## src/rtl/fetch_stage_pkg.sv

```systemverilog
// rtl/fetch_stage_pkg.sv - shared constants, state encoding and PC helper for the fetch stage
package fetch_stage_pkg;
   localparam logic [31:0] DEF_RESET_PC  = 32'h0000_0000;
   localparam logic [31:0] DEF_NOP_INSTR = 32'h0000_0013;

   typedef enum logic [1:0] {
      FS_FETCH = 2'd0,
      FS_WAIT  = 2'd1,
      FS_HOLD  = 2'd2
   } fs_state_t;

   function automatic logic [31:0] align_pc(input logic [31:0] pc);
      return {pc[31:2], 2'b00};
   endfunction
endpackage

```

## src/rtl/fetch_stage_if_id.sv

```systemverilog
// rtl/fetch_stage_if_id.sv - IF/ID pipeline register with flush > stall > load > bubble priority
module if_id_reg
   import fetch_stage_pkg::*;
#(
   parameter logic [31:0] RESET_PC  = DEF_RESET_PC,
   parameter logic [31:0] NOP_INSTR = DEF_NOP_INSTR
) (
   input  logic        clk,
   input  logic        rst,
   input  logic        flush,
   input  logic        stall,
   input  logic        load,
   input  logic [31:0] load_instr,
   input  logic [31:0] load_pc,
   output logic [31:0] instr,
   output logic [31:0] pc,
   output logic [31:0] pc4,
   output logic        valid
);
   always_ff @(posedge clk or posedge rst) begin
      if (rst) begin
         instr <= NOP_INSTR;
         pc    <= RESET_PC;
         pc4   <= RESET_PC + 32'd4;
         valid <= 1'b0;
      end else if (flush) begin
         instr <= NOP_INSTR;
         valid <= 1'b0;
      end else if (!stall) begin
         if (load) begin
            instr <= load_instr;
            pc    <= load_pc;
            pc4   <= load_pc + 32'd4;
            valid <= 1'b1;
         end else begin
            // bubble keeps pc/pc4 so a later stall sees a stable link value
            instr <= NOP_INSTR;
            valid <= 1'b0;
         end
      end
   end
endmodule

```

## src/rtl/fetch_stage.sv

```systemverilog
// rtl/fetch_stage.sv - PC, single-outstanding imem request FSM, hold buffer and IF/ID register
module fetch_stage
   import fetch_stage_pkg::*;
#(
   parameter logic [31:0] RESET_PC  = DEF_RESET_PC,
   parameter logic [31:0] NOP_INSTR = DEF_NOP_INSTR
) (
   input  logic        clk,
   input  logic        rst,
   output logic        imem_req_valid,
   input  logic        imem_req_ready,
   output logic [31:0] imem_addr,
   input  logic        imem_rsp_valid,
   input  logic [31:0] imem_rsp_data,
   input  logic        redirect_valid,
   input  logic [31:0] redirect_pc,
   input  logic        stall_ID,
   output logic [31:0] instr_ID,
   output logic [31:0] pc_ID,
   output logic [31:0] pc4_ID,
   output logic        valid_ID
);
   fs_state_t   state;
   logic [31:0] pc_f;
   logic [31:0] req_pc;
   logic        drop;
   logic [31:0] hold_instr;
   logic [31:0] hold_pc;
   logic [31:0] target;
   logic        deliver;
   logic [31:0] deliver_instr;
   logic [31:0] deliver_pc;

   assign target         = align_pc(redirect_pc);
   assign imem_addr      = pc_f;
   assign imem_req_valid = !rst && (state == FS_FETCH) && !redirect_valid;

   always_ff @(posedge clk or posedge rst) begin
      if (rst) begin
         state      <= FS_FETCH;
         pc_f       <= RESET_PC;
         req_pc     <= RESET_PC;
         drop       <= 1'b0;
         hold_instr <= NOP_INSTR;
         hold_pc    <= RESET_PC;
      end else begin
         case (state)
            FS_FETCH: begin
               if (redirect_valid) begin
                  pc_f <= target;
               end else if (imem_req_ready) begin
                  req_pc <= pc_f;
                  pc_f   <= pc_f + 32'd4;
                  state  <= FS_WAIT;
               end
            end
            FS_WAIT: begin
               if (redirect_valid) begin
                  pc_f <= target;
                  // the in-flight response is still owed; remember to swallow it
                  if (imem_rsp_valid) begin
                     drop  <= 1'b0;
                     state <= FS_FETCH;
                  end else begin
                     drop <= 1'b1;
                  end
               end else if (imem_rsp_valid) begin
                  if (drop) begin
                     drop  <= 1'b0;
                     state <= FS_FETCH;
                  end else if (stall_ID) begin
                     hold_instr <= imem_rsp_data;
                     hold_pc    <= req_pc;
                     state      <= FS_HOLD;
                  end else begin
                     state <= FS_FETCH;
                  end
               end
            end
            FS_HOLD: begin
               if (redirect_valid) begin
                  pc_f  <= target;
                  state <= FS_FETCH;
               end else if (!stall_ID) begin
                  state <= FS_FETCH;
               end
            end
            default: state <= FS_FETCH;
         endcase
      end
   end

   always_comb begin
      deliver       = 1'b0;
      deliver_instr = imem_rsp_data;
      deliver_pc    = req_pc;
      case (state)
         FS_WAIT: deliver = imem_rsp_valid && !drop && !redirect_valid && !stall_ID;
         FS_HOLD: begin
            deliver       = !redirect_valid && !stall_ID;
            deliver_instr = hold_instr;
            deliver_pc    = hold_pc;
         end
         default: deliver = 1'b0;
      endcase
   end

   if_id_reg #(
      .RESET_PC  (RESET_PC),
      .NOP_INSTR (NOP_INSTR)
   ) u_if_id (
      .clk        (clk),
      .rst        (rst),
      .flush      (redirect_valid),
      .stall      (stall_ID),
      .load       (deliver),
      .load_instr (deliver_instr),
      .load_pc    (deliver_pc),
      .instr      (instr_ID),
      .pc         (pc_ID),
      .pc4        (pc4_ID),
      .valid      (valid_ID)
   );
endmodule

```

## config.mk

```make
export PLATFORM = sky130hd
export DESIGN_NAME = fetch_stage
export DESIGN_NICKNAME = d
export VERILOG_FILES = /design/src/rtl/fetch_stage_pkg.sv /design/src/rtl/fetch_stage_if_id.sv /design/src/rtl/fetch_stage.sv
export SDC_FILE = /design/constraint.sdc
export NUM_CORES = 1
export LEC_CHECK = 0
export ABC_CLOCK_PERIOD_IN_PS = 3650
export BUFFER_PORTS_ARGS = -buffer_cell sky130_fd_sc_hd__buf_2
export CAP_MARGIN = 20
export CORE_MARGIN = 10
export CORE_UTILIZATION = 55
export DETAILED_ROUTE_END_ITERATION = 7
export PLACE_DENSITY = 0.8
export SLEW_MARGIN = 20
export SYNTH_ARGS = -nofsm -noshare
export SYNTH_HDL_FRONTEND = slang
export SYNTH_HIERARCHICAL = 1
export SYNTH_SLANG_ARGS = --single-unit
```

## constraint.sdc

```tcl
create_clock -name clk -period 3.65 [get_ports clk]
set_input_delay 0 -clock clk [delete_from_list [all_inputs] [get_ports clk]]
set_output_delay 0 -clock clk [all_outputs]
set_load 0.05 [all_outputs]
```

After elaboration in Yosys (flattened, before gate mapping)
Index checks and enable logic that the tools add are counted.

Register bits after elaboration: 228. Input bits: 70. Output and inout bits: 130. Logic and storage cells: 70.

Add/subtract/negate cells: 2. Eq/ne operators: 9. Multiplexer cells: 26. Bitwise logic cells: 3. Reduce and logical (&&, ||, !) cells: 20.

Operator list (number): 32-bit 2-to-1 mux (8); 32-bit by 3-bit adder with 32-bit output (second input constant) (2); 32-bit case mux with 2 select lines (1); 2-bit 2-to-1 mux (9); 3-bit AND reduction (3); 2-bit != test (second input constant) (4); 1-bit logical AND (6); 1-bit 2-to-1 mux (6); 3-bit != test (second input constant) (2); 2-bit case mux with 3 select lines (1); 5-bit AND reduction (1); 1-bit zero test (4); 4-bit AND reduction (1); 2-bit nonzero test (2); 1-bit NOT (3); 2-bit by 1-bit == test with 1-bit output (second input constant) (1); 2-bit == test (second input constant) (1); 2-bit zero test (1); 2-bit by 1-bit != test with 1-bit output (second input constant) (1); 1-bit case mux with 2 select lines (1); 2-bit AND reduction (1); 2-bit OR reduction (1).

Longest topological paths before layout
Gate-level depths: netlist of run 1.

Depth after elaboration: 8. Mapped depth: 12. Depth with buffers taken out: 9.

By module
The synthesis of run 1 kept the hierarchy.

Modules (own cells, without submodules): fetch_stage (instances 1, cells each 528, area an instance 6273.5 µm², seq. area each 3131.8 µm²); if_id_reg (instances 1, cells each 394, area an instance 4002.6 µm², seq. area each 2382.3 µm²).

Worst setup path after synthesis of run 1
No wires, ideal clock.

Kind: reg-to-reg. Start point: register state[0]. End point: register u_if_id.pc4[28]. Setup time: 69 ps. Arrival time: 2680 ps. Data required time: 3581 ps. Path slack: 901 ps. Cell stages (with the launch flop): 12. Buffers on the path: 2. Clock period less this slack: 2749 ps. Cell sequence: dfrtp_1 inv_1 ha_1 clkbuf_1 clkbuf_1 mux2_2 ha_1 nand4_1 nor4_4 nand2_2 or4_1 nand3_1.

Longest elaborated chain between the ends: 3. Elaborated cells between the ends (all ways): 6. Those cells by class: 1 x add/sub; 2 x eq/ne; 2 x mux; 1 x reduce/logical.

Ends and longest elaborated chain: start, declared (line fetch_stage.sv:23) `fs_state_t state;`; start signal, assigned (line fetch_stage.sv:40) `state <= FS_FETCH;`; start signal, assigned (line fetch_stage.sv:54) `state <= FS_WAIT;`; start signal, assigned (line fetch_stage.sv:63) `state <= FS_FETCH;`; 2-bit == test (line fetch_stage.sv:97) `case (state)`; 32-bit 2-to-1 mux (line fetch_stage.sv:97); via deliver_pc[2] (line fetch_stage.sv:32) `logic [31:0] deliver_pc;`; 32-bit by 3-bit adder with 32-bit output (line fetch_stage_if_id.sv:33) `pc4 <= load_pc + 32'd4;`; end signal, assigned (line fetch_stage_if_id.sv:24) `pc4 <= RESET_PC + 32'd4;`; end signal, assigned (line fetch_stage_if_id.sv:33); end, declared (line fetch_stage_if_id.sv:17) `output logic [31:0] pc4,`.

The timed path passes the listed nets, and every way through them passes these cells. A chain may end at the register's enable or synchronous reset.

Worst setup path in the final report of run 1
Ends and elaborated chain as after synthesis.

==> impl_metrics.ini, run 1 <==
[run_status]
status = complete, no violations

[clock_network]
hold_buffers = 66
clk_pin_slew_ns = 0.06
cts_setup_buffers = 0
cts_buffers = 23
cts_resized = 0
cts_buffer_depth = 3
cts_tree = built
clockRootBuffer = clkbuf_16
clock-sinks = 220
insertion_delay_ns = 0.52
htree_levels = 1

[grt]
grt_max_degree = 95
gr-usage-met2 = 0.350
grt_pass1_wl_um = 45300
antenna_found_initial = 0
gr-usage-met1 = 0.315
gr-usage-met3 = 0.0471
grt_busiest_layer = met2
gr-total-overflow = 0
grt_pass1_vias = 8382
grt_use_total = 0.226

[sta]
tightest_slew_ns = 0.837
fin_crit_ns = 2.93
hold_violations = 0
slew_headroom = 0.442
rsz0062_at_grt = no
setup-violations-final = 0
maxSlewViolCount = 0
holdWs_ns = 0.0176
finalCritPeriodShare = 0.803
skew_ns = 0.0203
tns_ns = 0
fmax_ghz = 0.341
setup_slack_ns = 0.720

[cells_and_area]
nFillCells = 1254
area_growth_pct = 25.7
final-seq-area_mm2 = 0.00551
fin_area_mm2 = 0.0129
n_antenna_cell = 0
layout.nets = 1250
drive_gt1_frac = 0.363
multi_input_area_mm2 = 0.00449
fin_util = 0.712

[logic_synthesis]
synth_edf_count = 0
synth_cells = 922
ys_seq_elements = 220
async_flop_share = 1.00
synthTopCellsByArea = dfrtp_1 52%, mux2_2 16%, nand2_1 5.7%
avgSynthCellArea_um2 = 11.1
yosys_warnings = 6
syn_area_mm2 = 0.0103
ys_seq_area_frac = 0.537
synth.top_cell.area_share = 0.519
synth_flop_cell = dfrtp_1
synth_cell_types = 58
synth_area_leader_cell = dfrtp_1

[setup_path]
worstPathRequired_ns = 4.09
start_kind = flip-flop
crit_path_end_kind = flip-flop
cp.arrival_ns = 3.37
critPathKind = reg -> reg
critPathSlowestCell = ha_2
path_cells = inv_1, ha_2, buf_4, mux2_2, nand4_1, nor3_1, nand2_2, or4_1, nand3_1
reg2reg_depth = 9
cp_max_fo = 21
max_stage_delay_ns = 0.55

[die]
core_mm2 = 0.0181
ios = 200
die_h_um = 157
row_count = 49
dieArea_mm2 = 0.0246
start_util = 0.566
die_w_um = 157

[placed_design]
pre_cts_ws_ns = 0.768
hpwl_um = 18900
gp_congestion = 0.920
placed_area_mm2 = 0.0115
port_buffers = 195

[detailed_routing]
first_pass_iters = 5
vias_per_cell = 5.77
wl_per_cell_um = 19.7
drc = 0
vias = 8188
ant_nets = 0
drtIter0Drc = 533
wirelength_um = 28000

[pwr]
peakVddDrop_mv = 0.551
powerDensity_mw_per_mm2 = 885
p_leak_nw = 6.09

[flow_run]
cap_viol_max_count = 0

[hold_path]
hold_path.class = in -> async
[metrics by stage]
step                      total power, mW  std cells
final                                11.4       1420
after global routing                 12.1       1420
after CTS                            11.4       1420
after detailed placement             8.90       1312
after global placement               8.75       1312
after floorplan                      7.63        925
[critical path: cells and delay by family (launching register included)]
kind	cells	cell delay, ns
buf+inv	2	0.43
mux	1	0.25
fa+ha+maj	1	0.55
flops	1	0.40
simple gates	5	1.24
[layout by cell type (no fill, tap or decap), types with 5 or more instances in the layout]
master | netlist | routed
a211oi_1 | 6 | 6
a21oi_1 | 32 | 32
a22o_1 | 29 | 29
a311oi_1 | 9 | 9
and3_1 | 9 | 9
and4_1 | 5 | 5
buf_2 | 5 | 195
buf_4 | 6 | 16
clkbuf_16 | 0 | 23
clkinv_2 | 0 | 6
dfrtp_1 | 213 | 213
dfstp_2 | 7 | 7
dlygate4sd3_1 | 0 | 66
ha_1 | 6 | 5
inv_1 | 16 | 14
mux2_2 | 150 | 150
nand2_1 | 156 | 155
nand3_1 | 23 | 23
nand4_1 | 18 | 18
nor2_1 | 35 | 35
nor3_1 | 12 | 12
o21ai_0 | 43 | 43
o22a_1 | 6 | 6
o22ai_1 | 11 | 11
o32ai_1 | 5 | 5
xnor2_1 | 6 | 6
xor2_1 | 21 | 21
[flip-flops by register name, indices dropped and copies added (netlist names)]
signal         cells
drop               1
u_if_id/pc4       30
hold_pc           30
state              2
u_if_id/valid      1
u_if_id/instr     32
hold_instr        32
req_pc            30
imem_addr         30
u_if_id/pc        32
[Yosys cell counts, types with 2 or more instances]
library cell  instances
and3_1                9
nand4_4               2
ha_1                  6
and4_1                5
dfstp_2               7
xnor2_1               6
o21ai_0              43
clkbuf_1             41
buf_4                 6
xor2_1               21
a211oi_1              6
o22a_1                6
a2bb2oi_1             2
mux2_2              150
dfrtp_1             213
o32ai_1               5
nand2b_1              3
or2_2                 3
a311oi_1              9
o31ai_1               4
a22o_1               29
nor4_1                3
nor3_1               12
nand3_1              23
nand4_1              18
o22ai_1              11
nand2_1             156
or4_4                 2
inv_1                16
a21oi_1              32
nor2_1               35
buf_2                 5
and3_2                2
or3_1                 2
a31oi_1               3
nor2b_1               2
o211ai_1              3
[final cells by class]
class                   instances  area share
clock inverters                12      0.0111
inverters                      16     0.00504
multi-input cells             635       0.348
flip-flops and latches        220       0.427
clock buffers                  30      0.0497
well taps                     229      0.0222
repair buffers                278       0.138
[per-layer routing]
layer | vias up | routed length [um]
met3 | 35 | 2260
met1 | 4026 | 12400
li1 | 3793 | -
met4 | 0 | 529
met2 | 334 | 12900
met5 | - | 0
[path summary, 6_finish.rpt]
path	start	to	slack, ns
worst max-delay path	state[0]$_DFFE_PP0P_	u_if_id/pc4[28]$_DFFE_PP0P_	0.72
worst min-delay path	rst	u_if_id/instr[13]$_DFFE_PP0P_	0.02
worst max register to register	state[0]$_DFFE_PP0P_	u_if_id/pc4[28]$_DFFE_PP0P_	0.72
worst min register to register	u_if_id/pc[21]$_DFFE_PP0P_	u_if_id/pc[21]$_DFFE_PP0P_	0.47
max in group asynchronous	rst	hold_instr[1]$_DFFE_PP1P_	2.51
min in group clk	redirect_valid	imem_addr[5]$_DFFE_PP0P_	0.02
[report_power, final]
part | internal, mW | switching, mW | total [mW]
clock | 1.45 | 0.965 | 2.42
sequential | 3.39 | 0.757 | 4.15
combinational | 1.58 | 3.28 | 4.86
total | 6.43 | 5.00 | 11.4
[kinds of logic (layout without fill, tap and decap cells)]
| kind of cell | count (synthesis) | count (layout) | synth area share |
|---|---|---|---|
| AND/OR/NAND/NOR | 287 | 287 | 0.133 |
| flip-flops | 220 | 220 | 0.537 |
| AO/OA/AOI/OAI | 160 | 160 | 0.105 |
| multiplexers | 151 | 151 | 0.165 |
| buffers and inverters | 70 | 336 | 0.0291 |
| XOR/XNOR | 27 | 27 | 0.0230 |
| adder cells (fa/ha/maj) | 6 | 6 | 0.00731 |
| other | 1 | 4 | 0.000365 |
Power figures use the tool's default switching activity.
==> run 2: changes to the inputs <==
Settings changed: ABC_CLOCK_PERIOD_IN_PS 3650 to 2440, CORE_UTILIZATION 55 to 50, PLACE_DENSITY 0.8 to 0.76.
Clock period 3.65 ns to 2.44 ns, I/O delays scaled along.
==> impl_metrics.ini, run 2 (synthesis results as in run 1) <==
[detailed_routing]
vias = 8323
vias_per_cell = 5.53
drtIter0Drc = 652
wl_per_cell_um = 18.9
first_pass_iters = 5
ant_nets = 0
wirelength_um = 28500
drc = 0

[setup_path]
path_cells = ha_4, buf_2, buf_4, mux2_2, nand2_1, nor4_4, nand2_2, or4_1, nand3_1
crit_path_end_kind = flip-flop
crit_family = simple AND/OR/NAND/NOR gates
critPathKind = reg -> reg
reg2reg_depth = 9
worstPathRequired_ns = 2.87
path_buf_inv = 2
startpoint = state[1]$_DFFE_PP0P_
crit-reg2reg-capture = u_if_id/pc4[28]$_DFFE_PP0P_
max_stage_delay_ns = 0.42
reg2reg_slack_ns = 0.04
cp_max_fo = 6
cp.arrival_ns = 2.83
critPathSlowestCell = dfrtp_1
worstReg2RegStart = state[1]$_DFFE_PP0P_
start_kind = flip-flop

[sta]
tightest_slew_ns = 0.734
holdWs_ns = 0.0295
hold_violations = 0
finalCritPeriodShare = 0.983
setup_slack_ns = 0.0416
maxSlewViolCount = 0
fmax_ghz = 0.417
fin_crit_ns = 2.40
skew_ns = 0.0279
setup-violations-final = 0
slew_headroom = 0.510
tns_ns = 0
rsz0062_at_grt = yes

[cells_and_area]
final_cell_mix = 213 x dfrtp_1, 196 x buf_2, 155 x nand2_1
final-seq-area_mm2 = 0.00551
drive_gt1_frac = 0.387
final_common_cell = dfrtp_1
instances_no_fill = 1505
largestRegisters = hold_instr: 32 flops, u_if_id/instr: 32 flops, u_if_id/pc: 32 flops
multi_input_area_mm2 = 0.00454
fin_area_mm2 = 0.0134
nFillCells = 1506
area_growth_pct = 30.5
layout.nets = 1291

[clock_network]
insertion_delay_ns = 0.52
clk_pin_slew_ns = 0.06
clock-sinks = 220
clockRootBuffer = clkbuf_16
cts_buffers = 24
cts_tree = built
htree_levels = 1
cts_buffer_depth = 3

[pwr]
peakVddDrop_mv = 0.680
p_leak_nw = 6.33
clkPwrFrac = 0.206
p_int_mw = 10.0
switching_power_mw = 7.64
powerDensity_mw_per_mm2 = 1320
seq_power_share = 0.348
swShare = 0.432
p_comb_frac = 0.446

[die]
core_mm2 = 0.0202
row_count = 52
dieArea_mm2 = 0.0267
die_h_um = 163
ios = 200
start_util = 0.508
die_w_um = 163

[hold_path]
hold_path.class = in -> reg
min_from = imem_req_ready
whs_endpoint = imem_addr[16]$_DFFE_PP0P_
hold_depth = 3

[grt]
grt_max_degree = 97
antenna_found_initial = 2
grt_pass1_wl_um = 45200
grt_use_total = 0.206
grt_pass1_vias = 8497
gr-total-overflow = 0

[placed_design]
pre_cts_ws_ns = -0.00592
placed_area_mm2 = 0.0119
gp_congestion = 0.908
placedCellCount = 1384
port_buffers = 195
hpwl_um = 19600

[run_status]
status = complete, no violations

[flow_run]
cap_viol_max_count = 0
==> run 2: what timing repair did <==
action / in CTS / in global routing
setup buffers: 1 / 8
pin swaps: 1 / 5
hold endpoints to repair: 215 / 0
hold buffers: 66 / 0
setup endpoints to repair: 1 / 86
cloned: 0 / 0
gates resized for setup: 1 / 8
==> run 2: how the worst max path moves through the flow <==
stage	slack (ns)	end	depth (start not counted)
6_report	0.04	u_if_id/pc4[28]$_DFFE_PP0P_	9
5_1_grt	-0.08	u_if_id/pc4[28]$_DFFE_PP0P_	9
4_1_cts	0.001	u_if_id/pc4[28]$_DFFE_PP0P_	9
3_5_place_dp	-0.006	u_if_id/pc4[28]$_DFFE_PP0P_	8
3_3_place_gp	0.07	u_if_id/pc4[28]$_DFFE_PP0P_	9
2_1_floorplan	0.005	u_if_id/pc4[28]$_DFFE_PP0P_	11
==> run 2: metal layers <==
layer,track usage,share of wire,up-vias
met3,0.0388,0.072,48
met2,0.323,0.47,302
li1,-,-,3884
met1,0.285,0.44,4089
met4,0.0566,0.018,0
met5,0,0,-
==> run 2: layout make-up <==
class | count | share of cell area
diodes | 2 | 0.000373
clock buffers | 33 | 0.0511
clock inverters | 11 | 0.00858
inverters | 16 | 0.00504
multi-input cells | 635 | 0.338
flip-flops and latches | 220 | 0.411
well taps | 270 | 0.0252
repair buffers | 318 | 0.160
==> run 2: power by group through the flow <==
stage               clock network (mW)  logic (mW)  registers [mW]
floorplan                            0        3.39            8.08
global placement                     0        7.55            6.10
detailed placement                   0        7.66            6.17
CTS                               3.72        7.81            6.12
global route                      3.86        8.45            6.32
finish                            3.64        7.89            6.16
==> run 2: tightest hold or removal path, delay by kind of cell <==
kind            cells  cell delay (ns)
compound gates      2             0.40
buf+inv             1             0.11
==> run 2: through the flow <==
step                      power, mW  utilization
after floorplan                11.5            -
after global placement         13.7        0.586
after detailed placement       13.8        0.586
after CTS                      17.6        0.659
after global routing           18.6        0.663
final                          17.7        0.663
==> run 3: changes to the inputs <==
Settings changed: SETUP_SLACK_MARGIN from default to 0.3.
==> impl_metrics.ini, run 3 (synthesis results as in run 1) <==
[run_status]
status = complete, no violations

[sta]
maxSlewViolCount = 0
slew_headroom = 0.576
skew_ns = 0.0121
hold_violations = 0
tightest_slew_ns = 0.631
setup-violations-final = 0
tns_ns = 0
finalCritPeriodShare = 0.941
rsz0062_at_grt = yes
fin_crit_ns = 2.30
holdWs_ns = 0.0862
fmax_ghz = 0.436

[grt]
grt_pass1_wl_um = 46400
antenna_found_initial = 0
grt_use_total = 0.211
gr-total-overflow = 0
grt_max_degree = 71
grt_pass1_vias = 8615

[cells_and_area]
fin_area_mm2 = 0.0141
layout.nets = 1308
drive_gt1_frac = 0.431
fin_util = 0.694
final_cell_mix = 200 x dfrtp_1, 195 x buf_2, 144 x nand2_1
area_growth_pct = 36.7
instances_no_fill = 1519
largestRegisters = hold_instr: 32 flops, u_if_id/instr: 32 flops, u_if_id/pc: 32 flops
final_common_cell = dfrtp_1
n_antenna_cell = 0

[clock_network]
htree_levels = 1
cts_buffer_depth = 3
clk_pin_slew_ns = 0.07
cts_buffers = 23
insertion_delay_ns = 0.52
clockRootBuffer = clkbuf_16
clock-sinks = 220
cts_tree = built

[setup_path]
start_kind = flip-flop
cp.arrival_ns = 2.75
critPathKind = reg -> reg
crit_path_end_kind = flip-flop
worstPathRequired_ns = 2.89
cp_max_fo = 8

[hold_path]
hold_path.class = in -> async

[detailed_routing]
first_pass_iters = 5
drc = 0
ant_nets = 0
drtIter0Drc = 652
vias_per_cell = 5.68
vias = 8628
wl_per_cell_um = 20.3
wirelength_um = 30900

[pwr]
seq_power_share = 0.338
peakVddDrop_mv = 0.805
clkPwrFrac = 0.211
powerDensity_mw_per_mm2 = 1320
p_leak_nw = 6.58
switching_power_mw = 8.03
swShare = 0.432
p_comb_frac = 0.451
p_int_mw = 10.5

[placed_design]
gp_congestion = 0.905
port_buffers = 195
placedCellCount = 1371
hpwl_um = 19900
placed_area_mm2 = 0.0118

[die]
core_mm2 = 0.0202
row_count = 52
start_util = 0.508
die_h_um = 163
ios = 200
die_w_um = 163
dieArea_mm2 = 0.0267

[flow_run]
cap_viol_max_count = 0
## run 3: changes by cell type in the layout (fill, tap and decap cells not counted), sizes merged, moves of 2 or more
cell    previous run  this run
buf              252       263
bufinv             2         5
diode              2         0
inv               14        16
clkinv             8         4
## run 3: cell type report
| class | instances | area, um^2 |
|---|---|---|
| Fill cell | 1425 | 6180 |
| Timing Repair Buffer | 334 | 2460 |
| Clock inverter | 13 | 214 |
| Tap cell | 270 | 338 |
| Sequential cell | 220 | 5530 |
| Inverter | 16 | 67.6 |
| Clock buffer | 29 | 648 |
| Multi-Input combinational cell | 637 | 4800 |
## run 3: layer usage
metal / routed length [um] / up-vias / track usage
li1: - / 3914 / -
met1: 12800 / 4291 / 0.288
met2: 15200 / 377 / 0.336
met3: 2330 / 46 / 0.0451
met4: 561 / 0 / 0.0516
met5: 0 / - / 0
## run 3: power by group through the flow
| stage | registers [mW] | clock network [mW] | logic, mW |
|---|---|---|---|
| floorplan | 8.11 | 0 | 3.47 |
| CTS | 6.21 | 3.98 | 7.82 |
| global placement | 6.17 | 0 | 7.31 |
| finish | 6.28 | 3.91 | 8.38 |
| detailed placement | 6.25 | 0 | 7.44 |
| global route | 6.43 | 4.16 | 8.92 |
## run 3: stage by stage
| stage | worst slack, ns | power [mW] |
|---|---|---|
| detailed placement | 0.0147 | 13.7 |
| finish | 0.145 | 18.6 |
| global route | 0.0753 | 19.5 |
| global placement | 0.0769 | 13.5 |
| CTS | 0.212 | 18.0 |
| floorplan | 0.0213 | 11.6 |
## run 3: timing repair
action,CTS,global route
pin swaps,13,24
hold buffers,67,0
setup buffers,7,21
hold endpoints to repair,210,0
endpoints found under the setup margin,95,90
cloned,1,10
gates resized for setup,21,52
## run 3: worst paths after layout
kind                                                 start  slack, ns                             to  depth (start not counted)
worst max-delay path                  state[1]$_DFFE_PP0P_       0.14    u_if_id/pc4[28]$_DFFE_PP0P_                          9
worst min-delay path                                   rst       0.09  u_if_id/instr[31]$_DFFE_PP0P_                          3
worst max register to register        state[1]$_DFFE_PP0P_       0.14    u_if_id/pc4[28]$_DFFE_PP0P_                          9
worst min register to register  u_if_id/pc[11]$_DFFE_PP0P_       0.46     u_if_id/pc[11]$_DFFE_PP0P_                          2
max in group asynchronous                              rst       1.52           state[1]$_DFFE_PP0P_                          4
min in group clk                         imem_rsp_data[20]       0.27     hold_instr[20]$_DFFE_PP0P_                          3
## run 3: worst max-delay path, stage by stage (launching register included)
cell	delay, ns
dfrtp_2	0.44
ha_4	0.22
buf_8	0.15
buf_4	0.14
mux2_2	0.24
nand4_1	0.14
nor3_2	0.28
nand2_2	0.09
or4_1	0.43
nand3_1	0.08
